**src/rtl/touch_debounce.sv**
```systemverilog
// rtl/touch_debounce.sv - touch pad synchroniser, debouncer and long-press detector
module touch_debounce #(
    parameter int DEB_CYCLES  = 1000000,
    parameter int LONG_CYCLES = 50000000
) (
    input  logic clk_50m,
    input  logic rst,
    input  logic touch_key,
    output logic key_level,
    output logic key_press,
    output logic key_release,
    output logic key_long,
    output logic key_hold
);

    localparam int DEB_W  = $clog2(DEB_CYCLES);
    localparam int LONG_W = $clog2(LONG_CYCLES);
    localparam logic [DEB_W-1:0]  DEB_LAST  = DEB_W'(DEB_CYCLES - 1);
    localparam logic [LONG_W-1:0] LONG_LAST = LONG_W'(LONG_CYCLES - 1);

    typedef enum logic [1:0] {
        IDLE        = 2'd0,
        PRESS_DEB   = 2'd1,
        PRESSED     = 2'd2,
        RELEASE_DEB = 2'd3
    } state_t;

    state_t             state_q, state_d;
    logic               s0_q, s0_d;
    logic               s1_q, s1_d;
    logic [DEB_W-1:0]   deb_cnt_q, deb_cnt_d;
    logic [LONG_W-1:0]  long_cnt_q, long_cnt_d;
    logic               key_level_q, key_level_d;
    logic               key_press_q, key_press_d;
    logic               key_release_q, key_release_d;
    logic               key_long_q, key_long_d;
    logic               key_hold_q, key_hold_d;

    // State register: sync chain, FSM, counters and registered outputs
    always_ff @(posedge clk_50m or posedge rst) begin
        if (rst) begin
            state_q       <= IDLE;
            s0_q          <= 1'b0;
            s1_q          <= 1'b0;
            deb_cnt_q     <= '0;
            long_cnt_q    <= '0;
            key_level_q   <= 1'b0;
            key_press_q   <= 1'b0;
            key_release_q <= 1'b0;
            key_long_q    <= 1'b0;
            key_hold_q    <= 1'b0;
        end else begin
            state_q       <= state_d;
            s0_q          <= s0_d;
            s1_q          <= s1_d;
            deb_cnt_q     <= deb_cnt_d;
            long_cnt_q    <= long_cnt_d;
            key_level_q   <= key_level_d;
            key_press_q   <= key_press_d;
            key_release_q <= key_release_d;
            key_long_q    <= key_long_d;
            key_hold_q    <= key_hold_d;
        end
    end

    // Next-state logic: stability counting, long-press timer and output pulses
    always_comb begin
        state_d       = state_q;
        s0_d          = touch_key;
        s1_d          = s0_q;
        deb_cnt_d     = deb_cnt_q;
        long_cnt_d    = long_cnt_q;
        key_level_d   = key_level_q;
        key_press_d   = 1'b0;
        key_release_d = 1'b0;
        key_long_d    = 1'b0;
        key_hold_d    = key_hold_q;

        // The long timer runs through release bounce so a shaky release
        // does not restart it; it saturates once the threshold is hit.
        if (state_q == PRESSED || state_q == RELEASE_DEB) begin
            if (long_cnt_q == LONG_LAST) begin
                if (!key_hold_q) begin
                    key_long_d = 1'b1;
                    key_hold_d = 1'b1;
                end
            end else begin
                long_cnt_d = long_cnt_q + LONG_W'(1);
            end
        end

        case (state_q)
            IDLE: begin
                if (s1_q) begin
                    state_d   = PRESS_DEB;
                    deb_cnt_d = '0;
                end
            end
            PRESS_DEB: begin
                if (!s1_q) begin
                    state_d   = IDLE;
                    deb_cnt_d = '0;
                end else if (deb_cnt_q == DEB_LAST) begin
                    state_d     = PRESSED;
                    deb_cnt_d   = '0;
                    key_level_d = 1'b1;
                    key_press_d = 1'b1;
                    long_cnt_d  = '0;
                end else begin
                    deb_cnt_d = deb_cnt_q + DEB_W'(1);
                end
            end
            PRESSED: begin
                if (!s1_q) begin
                    state_d   = RELEASE_DEB;
                    deb_cnt_d = '0;
                end
            end
            RELEASE_DEB: begin
                if (s1_q) begin
                    state_d   = PRESSED;
                    deb_cnt_d = '0;
                end else if (deb_cnt_q == DEB_LAST) begin
                    // Release wins over a coincident long-press threshold.
                    state_d       = IDLE;
                    deb_cnt_d     = '0;
                    key_level_d   = 1'b0;
                    key_release_d = 1'b1;
                    key_long_d    = 1'b0;
                    key_hold_d    = 1'b0;
                    long_cnt_d    = '0;
                end else begin
                    deb_cnt_d = deb_cnt_q + DEB_W'(1);
                end
            end
            default: begin
                state_d = IDLE;
            end
        endcase
    end

    assign key_level   = key_level_q;
    assign key_press   = key_press_q;
    assign key_release = key_release_q;
    assign key_long    = key_long_q;
    assign key_hold    = key_hold_q;

endmodule

```
**config.mk**
```make
export PLATFORM = sky130hd
export DESIGN_NAME = touch_debounce
export DESIGN_NICKNAME = d
export VERILOG_FILES = /design/src/rtl/touch_debounce.sv
export SDC_FILE = /design/constraint.sdc
export NUM_CORES = 1
export LEC_CHECK = 0
export CORE_ASPECT_RATIO = 0.5
export CORE_UTILIZATION = 65
export CTS_CLUSTER_DIAMETER = 100
export CTS_CLUSTER_SIZE = 24
export DETAILED_ROUTE_END_ITERATION = 7
export GPL_TIMING_DRIVEN = 0
export HOLD_SLACK_MARGIN = 0.08
export PLACE_DENSITY = 0.84
export SYNTH_ARGS = -nofsm -noshare
export SYNTH_HDL_FRONTEND = slang
export SYNTH_SLANG_ARGS = --single-unit
```
**constraint.sdc**
```tcl
create_clock -name clk_50m -period 3.5 [get_ports clk_50m]
set_clock_uncertainty 0.15 [all_clocks]
set_input_delay 0.7 -clock clk_50m [delete_from_list [all_inputs] [get_ports clk_50m]]
set_output_delay 0.7 -clock clk_50m [all_outputs]
set_load 0.02 [all_outputs]
```
==> impl_metrics.py <==
metrics = {
    "status": {
        "outcome": "complete, no violations",
    },
    "floorplanning": {
        "io_pins": 8,
        "fp.dieArea_um2": 4750,
        "die_h_um": 49.3,
        "start_util_pct": 71.1,
        "coreArea_um2": 4080,
        "die_w_um": 96.5,
        "rows": 16,
    },
    "power_and_ir_drop": {
        "leakage_nw": 1.33,
        "ir_drop_uv": 260,
        "powerDensity_nw_per_um2": 393,
    },
    "synth": {
        "syn_area_um2": 2900,
        "syn-num-nets": 315,
        "synth_area_leaders": "dfrtp_1 47%, nand3_1 4.8%, xor2_1 4.2%, nor2_1 4.1%, nand2_1 3.5%",
        "syn_area_per_cell_um2": 9.36,
        "yosys.area.top_type_share_pct": 47.4,
        "yosys.cell_types.count": 47,
        "ys_ff_latch": 55,
        "seq_area_frac_synth_pct": 47.4,
        "yosysTopAreaCell": "dfrtp_1",
        "synthFlopType": "dfrtp_1",
        "synthCells": 310,
        "synth_edf_count": 0,
        "yosys_warnings": 0,
        "async_flop_share_pct": 100,
    },
    "clock_tree": {
        "cts_resized": 0,
        "cts-hold-fix-buffers": 0,
        "cts_root_buffer": "clkbuf_8",
        "cts_tree": "yes",
        "post_cts_buffers": 0,
        "cts.path.max_buffers": 2,
        "cts_num_sinks": 55,
        "cts-buffers-inserted": 5,
        "cts.clk_slew.worst_paths_ns": 0.11,
        "clk_latency_ns": 0.32,
        "htree_levels": 2,
    },
    "timing": {
        "setup_tns_ns": 0,
        "max_freq_mhz": 393,
        "worst_pin_slew_ns": 0.936,
        "grt_setup_unrepaired": "false",
        "period_minus_slack_ns": 2.55,
        "fin_crit_sh_pct": 72.8,
        "holdWs_ns": 0.216,
        "hold_viol_final": 0,
        "slew-limit-headroom_pct": 37.0,
        "slew_viol_final": 0,
        "setup_viol": 0,
    },
    "drt": {
        "viasPerCell": 6.42,
        "wl_per_cell_um": 16.5,
        "ant_nets": 0,
        "drc": 0,
        "vias": 2438,
        "dr.pass1.iters": 7,
        "drt-initial-drc-count": 162,
        "wirelength_um": 6290,
    },
    "critical_path": {
        "critPathMaxFanout": 9,
        "criticalPathCategory": "reg2reg",
        "reg2regPathDepth": 6,
        "r2r-start": "long_cnt_q[0]$_DFF_PP0_",
        "worstSetupEndpointType": "register",
        "cp-start-kind": "register",
        "required_ns": 3.59,
        "reg2reg_to": "long_cnt_q[9]$_DFF_PP0_",
        "arrival_ns": 2.64,
        "r2r_slack_ns": 0.95,
    },
    "place": {
        "place_area_um2": 3060,
        "place_congestion": 0.893,
        "port-buffer-count": 7,
        "dp_hpwl_um": 4300,
    },
    "final_layout": {
        "syn2layout_area_growth_pct": 8.84,
        "final_area_um2": 3160,
        "drive_gt1_share_pct": 11.3,
        "nNetsFinal": 330,
        "diodes": 0,
    },
    "flow_run": {
        "drv_cap": 0,
    },
    "worst_hold_path": {
        "min_to": "s1_q$_DFF_PP0_",
        "hold_path_class": "reg2reg",
        "min_from": "s0_q$_DFF_PP0_",
        "whs_path_depth": 0,
    },
    "global_routing": {
        "grt_pass1_wl_um": 10700,
        "grt_antenna_before_repair": 0,
        "grt_overflow": 0,
        "grt_max_degree": 38,
        "grt_use_total_pct": 29.7,
        "grt_pass1_vias": 2322,
    },
}
## where the power goes
part	internal (mW)	total, mW	switching, mW
Clock	0.162	0.385	0.223
Sequential	0.652	0.667	0.0145
Combinational	0.0642	0.189	0.125
## worst max-delay path, stage by stage, from the launching register on
cell and delay (ns):
dfrtp_1 0.41, ha_1 0.21, nand2_1 0.14, or4b_1 0.66, o21ai_1 0.51, o21ai_0 0.21, a21oi_1 0.17
## cell families (layout without fill, tap and decap cells)
kind of cell,Yosys count,after routing,synth area share (%)
adder cells (fa/ha/maj),2,2,0.862
multiplexers,4,4,1.42
XOR/XNOR,21,21,6.34
buffers and inverters,23,39,4.01
AND/OR/NAND/NOR,154,154,28.9
flip-flops,55,55,47.4
AO/OA/AOI/OAI,51,51,11.0
## registers in the layout, summed over array words and instances, names as in the netlist, named ones only
register / flops
key_press: 1
s1_q: 1
s0_q: 1
long_cnt_q: 26
state_q: 1
key_long: 1
key_hold: 1
key_level: 1
key_release: 1
deb_cnt_q: 20
## cells in the mapped netlist, drive strengths merged (6+ instances only)
cell,instances
dfrtp,55
nor2,32
nand3,28
nand2,27
o21ai,18
a21oi,17
nand4,16
xor2,14
inv,12
or3,10
nor3,8
or4,8
buf,7
nor4,7
xnor2,7
o211ai,6
## cells in the final DEF (no fill, tap or decap), types with 4 or more instances in the layout
master	n
a21oi_1	16
and3_1	4
and4_1	4
clkbuf_8	6
clkdlybuf4s50_1	7
dfrtp_1	55
inv_1	11
nand2_1	27
nand3_1	28
nand4_1	16
nor2_1	32
nor3_1	7
nor4_1	7
o211ai_1	6
o21ai_0	16
or3_2	7
or4_1	5
xnor2_1	7
xor2_1	14
## worst max path at each step
stage	from	to	cells past startpoint
6_report	long_cnt_q[0]$_DFF_PP0_	long_cnt_q[9]$_DFF_PP0_	6
5_1_grt	long_cnt_q[0]$_DFF_PP0_	long_cnt_q[2]$_DFF_PP0_	6
4_1_cts	deb_cnt_q[8]$_DFFE_PP0P_	deb_cnt_q[8]$_DFFE_PP0P_	6
3_5_place_dp	deb_cnt_q[8]$_DFFE_PP0P_	deb_cnt_q[8]$_DFFE_PP0P_	6
3_3_place_gp	rst	long_cnt_q[15]$_DFF_PP0_	2
2_1_floorplan	deb_cnt_q[8]$_DFFE_PP0P_	deb_cnt_q[7]$_DFFE_PP0P_	6
## layer usage
| metal | vias up | GRT usage, % | routed length (um) |
|---|---|---|---|
| li1 | 1155 | - | - |
| met1 | 1175 | 37.8 | 2740 |
| met2 | 96 | 51.1 | 3060 |
| met3 | 12 | 6.70 | 411 |
| met4 | 0 | 8.33 | 77 |
| met5 | - | 0 | 0 |
## layout make-up
cell class	instances	area, um2
plain buffers	11	71.3
clock buffers	6	82.6
clock inverters	2	16.3
fillers	279	925
inverters	12	45.0
multi-input cells	232	1410
flip-flops and latches	55	1380
well taps	54	67.6
repair buffers	8	90.1
## per-stage QoR
stage / cells / power (mW) / setup slack (ns) / util (%)
final: 380 / 1.24 / 0.953 / 77.4
after CTS: 380 / 1.24 / 1.03 / 77.4
after global routing: 380 / 1.28 / 0.849 / 77.4
after global placement: 371 / 0.854 / 0.371 / 74.4
after floorplan: 310 / 0.815 / 1.27 / -
after detailed placement: 372 / 0.867 / 1.04 / 74.9
(Power assumes the default switching activity.)
==> RTL change 1: new RTL, same settings <==
The 4 states of `state_t` get a one-hot encoding in 4 bits.
--- a/src/rtl/touch_debounce.sv
+++ b/src/rtl/touch_debounce.sv
@@ -19,9 +19,9 @@
     localparam logic [LONG_W-1:0] LONG_LAST = LONG_W'(LONG_CYCLES - 1);
 
-    typedef enum logic [1:0] {
-        IDLE        = 2'd0,
-        PRESS_DEB   = 2'd1,
-        PRESSED     = 2'd2,
-        RELEASE_DEB = 2'd3
+    typedef enum logic [3:0] {
+        IDLE        = 4'b0001,
+        PRESS_DEB   = 4'b0010,
+        PRESSED     = 4'b0100,
+        RELEASE_DEB = 4'b1000
     } state_t;
 
Behaviour: no difference found for any inputs over 10 cycles, from zero or initial values and one cycle with rst high; not proved beyond that.
==> RTL change 1 against the original RTL <==
Combinational power rose by 24%; via count rose by 13%; routed wire length rose by 13%; final area rose by 12%; setup slack improved by 0.090 ns; clock power rose by 59%; count of clock-buffer cells in the layout rose by 4; sequential cell count rose by 2; critical path type unchanged; synthesized area rose by 9.7%; total power rose by 25%; maximum frequency rose by 3.7%.
==> RTL change 1: results (changes against the original RTL) <==
setup_path:
  regToRegSetupSlack_ns: 1.04  # +0.09 ns
  path_max_fanout: 10  # +1
  critPathSlowestCell: "dfrtp_1"
  r2r_start: "long_cnt_q[8]"
  crit_arrival_ns: 2.55  # -0.09 ns
  r2r-end: "long_cnt_q[1]"
synth:
  synthAdderAreaFrac: 0.007862  # -0.0007591
  synth-seq-area-share: 0.4485  # -0.02563
  yosysUniqueCellTypes: 59  # +26%
final_layout:
  nets: 374  # +13%
  fill_cells: 328  # +18%
  multi_input_cells: 267  # +15%
  layout.nonclk_buf_frac: 0.05039  # -0.0007016
  nClkBuffers: 10  # +4
  multi_input_area_mm2: 0.001622  # +15%
status:
  status: "completed"
clock_tree:
  clk_pin_slew_ns: 0.07  # -0.04 ns
  clk_latency_ns: 0.35  # +0.03 ns
  h-tree-depth: 3  # +1
route:
  drtIter0Drc: 138  # -15%
  drt-met1-wl_mm: 3.030  # +11%
power:
  p_leak_nw: 1.458  # +9.4%
  irDropWorstVdd_v: 0.0003838  # +48%
  power_switching_mw: 0.4466  # +24%
  netSwitchingFraction: 0.2880  # -0.003589
global_routing:
  grt_pass1_vias: 2689  # +16%
  grt_use_met2: 0.5114  # +0.0008521
-- RTL change 1: changes by cell type after synthesis, moves of 5 or more --
cell / delta
nand2_1: +8
a21oi_1: +7
and2_1: +6
or3_1: +14
nand3_1: -5
or3_2: -7
xor2_1: -5
-- RTL change 1: cells by family after synthesis --
logic type | after synthesis
AND/OR/NAND/NOR | 176
flip-flops | 57
multiplexers | 1
buffers and inverters | 26
adder cells (fa/ha/maj) | 2
XOR/XNOR | 15
AO/OA/AOI/OAI | 73
-- RTL change 1: worst max-delay path by stage --
stage | to | start | slack, ns | cells past startpoint
after floorplan | deb_cnt_q[0] | rst | 1.25 | 1
after global placement | long_cnt_q[17] | rst | 0.31 | 2
after detailed placement | long_cnt_q[1] | long_cnt_q[8] | 1.09 | 7
after CTS | long_cnt_q[25] | deb_cnt_q[7] | 1.09 | 6
after global routing | long_cnt_q[1] | long_cnt_q[8] | 0.83 | 7
final | long_cnt_q[1] | long_cnt_q[8] | 1.04 | 7
==> RTL change 2: new RTL, same flow settings <==
Made on the original files. Change the parameter `LONG_CYCLES` from 50000000 to 12500000.
--- a/src/rtl/touch_debounce.sv
+++ b/src/rtl/touch_debounce.sv
@@ -2,5 +2,5 @@
 module touch_debounce #(
     parameter int DEB_CYCLES  = 1000000,
-    parameter int LONG_CYCLES = 50000000
+    parameter int LONG_CYCLES = 12500000
 ) (
     input  logic clk_50m,
Function: same outputs for any inputs over 10 cycles, from zero or initial values and one cycle with rst high; that may be too few to reach the edited logic, so the function may still have changed.
==> RTL change 2 against the original RTL <==
Setup slack got worse by 0.018 ns; synthesized area decreased by 3.7%; sequential cell count down 2; total power shrank 4.1%; non-clock buffer count stayed put; routed wire length decreased by 0.95%; final area down 3.7%; clock power down 8.3%; critical path type unchanged.
==> RTL change 2: results (changes against the original RTL) <==
synth:
  synth_top_area_frac: 0.4745  # about the same
  syn-num-nets: 294  # -6.7%
  synth-seq-area-share: 0.4745  # about the same
  synth.top_cells.by_count: "dfrtp_1 (53), nor2_1 (32), nand2_1 (22), nand3_1 (18), xor2_1 (16)"
  ys_warn_count: 0  # unchanged
  postSynthAreaPerCell_um2: 9.672  # +3.3%
  synth_area_leaders: "dfrtp_1 (47%), xor2_1 (5.0%), nor2_1 (4.3%)"
  yosysUniqueCellTypes: 44  # -6.4%
global_routing:
  grtUsageTotal: 0.2969  # -0.0005645
  grt_max_degree: 36  # -5.3%
  grt_pass1_wl_mm: 10.38  # -2.7%
  grt_pass1_vias: 2328  # +0.26%
route:
  wl_per_cell_um: 17.39  # +5.1%
  dr.pass1.iters: 5  # -2
  drtIter0Drc: 92  # -43%
  wl_mm: 6.227  # -0.95%
  vias: 2359  # -3.2%
setup_path:
  crit_arrival_ns: 2.61  # -0.03 ns
  critPathSlowestCell: "o31ai_1"
  critPathMaxStageDelay_ns: 0.82  # +0.16 ns
  path_max_fanout: 8  # -1
  regToRegSetupSlack_ns: 0.94  # -0.02 ns
  r2r-end: "deb_cnt_q[5]"
  r2r_start: "deb_cnt_q[11]"
clock_tree:
  root_buffer: "clkbuf_8"
  clk_pin_slew_ns: 0.09  # -0.02 ns
  cts_setup_buffers: 0  # unchanged
  cts_buffer_depth: 2  # unchanged
sta:
  whs_ns: 0.2162  # +0.00008100 ns
  max_slew.worst_pin.slew_ns: 0.9080  # -0.02791 ns
power:
  irDropWorstVdd_v: 0.0002963  # +14%
  p_leak_nw: 1.345  # +0.94%
placement:
  portBuffers: 7  # unchanged
  dp_cells: 351  # -5.6%
  place.gp.congestion: 0.8705  # -2.5%
  place_hpwl_mm: 4.144  # -3.7%
final_layout:
  nets: 309  # -6.4%
  fill_cells: 287  # +2.9%
  drive_gt1_frac: 0.07566  # -0.03784
  biggestRegsByFlops: "long_cnt_q x24, deb_cnt_q x20"
min_path:
  min_path_cells: 0  # unchanged
status:
  status: "completed"
-- RTL change 2: kinds of logic after synthesis --
family          synth area share
mux                      0.01791
flops                     0.4745
simple gates              0.2681
compound gates            0.1406
xor+xnor                 0.05953
buf+inv                  0.03043
fa+ha+maj               0.008951
-- RTL change 2: critical path, delay by kind of cell (launching register included) --
| kind | cells | cell delay [ns] |
|---|---|---|
| buffers and inverters | 1 | 0.13 |
| and+or+nand+nor | 2 | 0.57 |
| AOI/OAI and AO/OA | 3 | 1.23 |
| DFF | 1 | 0.38 |
-- RTL change 2: how the worst max path moves through the flow --
stage	start	to	cells past startpoint
finish	deb_cnt_q[11]	deb_cnt_q[5]	6
global route	deb_cnt_q[11]	deb_cnt_q[5]	6
CTS	deb_cnt_q[11]	deb_cnt_q[5]	6
detailed placement	deb_cnt_q[11]	deb_cnt_q[5]	6
global placement	rst	long_cnt_q[19]	2
floorplan	rst	async pin	1
-- RTL change 2: where the power goes --
part           switching [mW]  internal (mW)  total, mW
registers              0.0181          0.629      0.647
logic                   0.119         0.0691      0.188
clock network           0.197          0.157      0.353
total                   0.334          0.855       1.19
-- RTL change 2: area by class of cell --
cell class,instances,share of cell area
Sequential cell,53,0.4359
Timing Repair Buffer,8,0.02961
Clock inverter,1,0.002467
Multi-Input combinational cell,221,0.4548
Inverter,4,0.004934
Clock buffer,6,0.02714
Buffer,11,0.02303
Tap cell,54,0.02220
-- RTL change 2: per-stage QoR --
stage          instance area, um^2  setup slack, ns
3_3_place_gp                  2933           0.4325
6_report                      3043           0.9356
5_1_grt                       3043           0.7789
2_1_floorplan                 2795            1.364
4_1_cts                       3043           0.9984
3_5_place_dp                  2953            1.028
-- RTL change 2: metal layers --
| metal | vias up | GRT usage | wire length (um) |
|---|---|---|---|
| met5 | - | 0 | 0 |
| met4 | 0 | 0.08333 | 63 |
| li1 | 1100 | - | - |
| met2 | 80 | 0.5240 | 3109 |
| met1 | 1171 | 0.3563 | 2599 |
| met3 | 8 | 0.08176 | 454 |
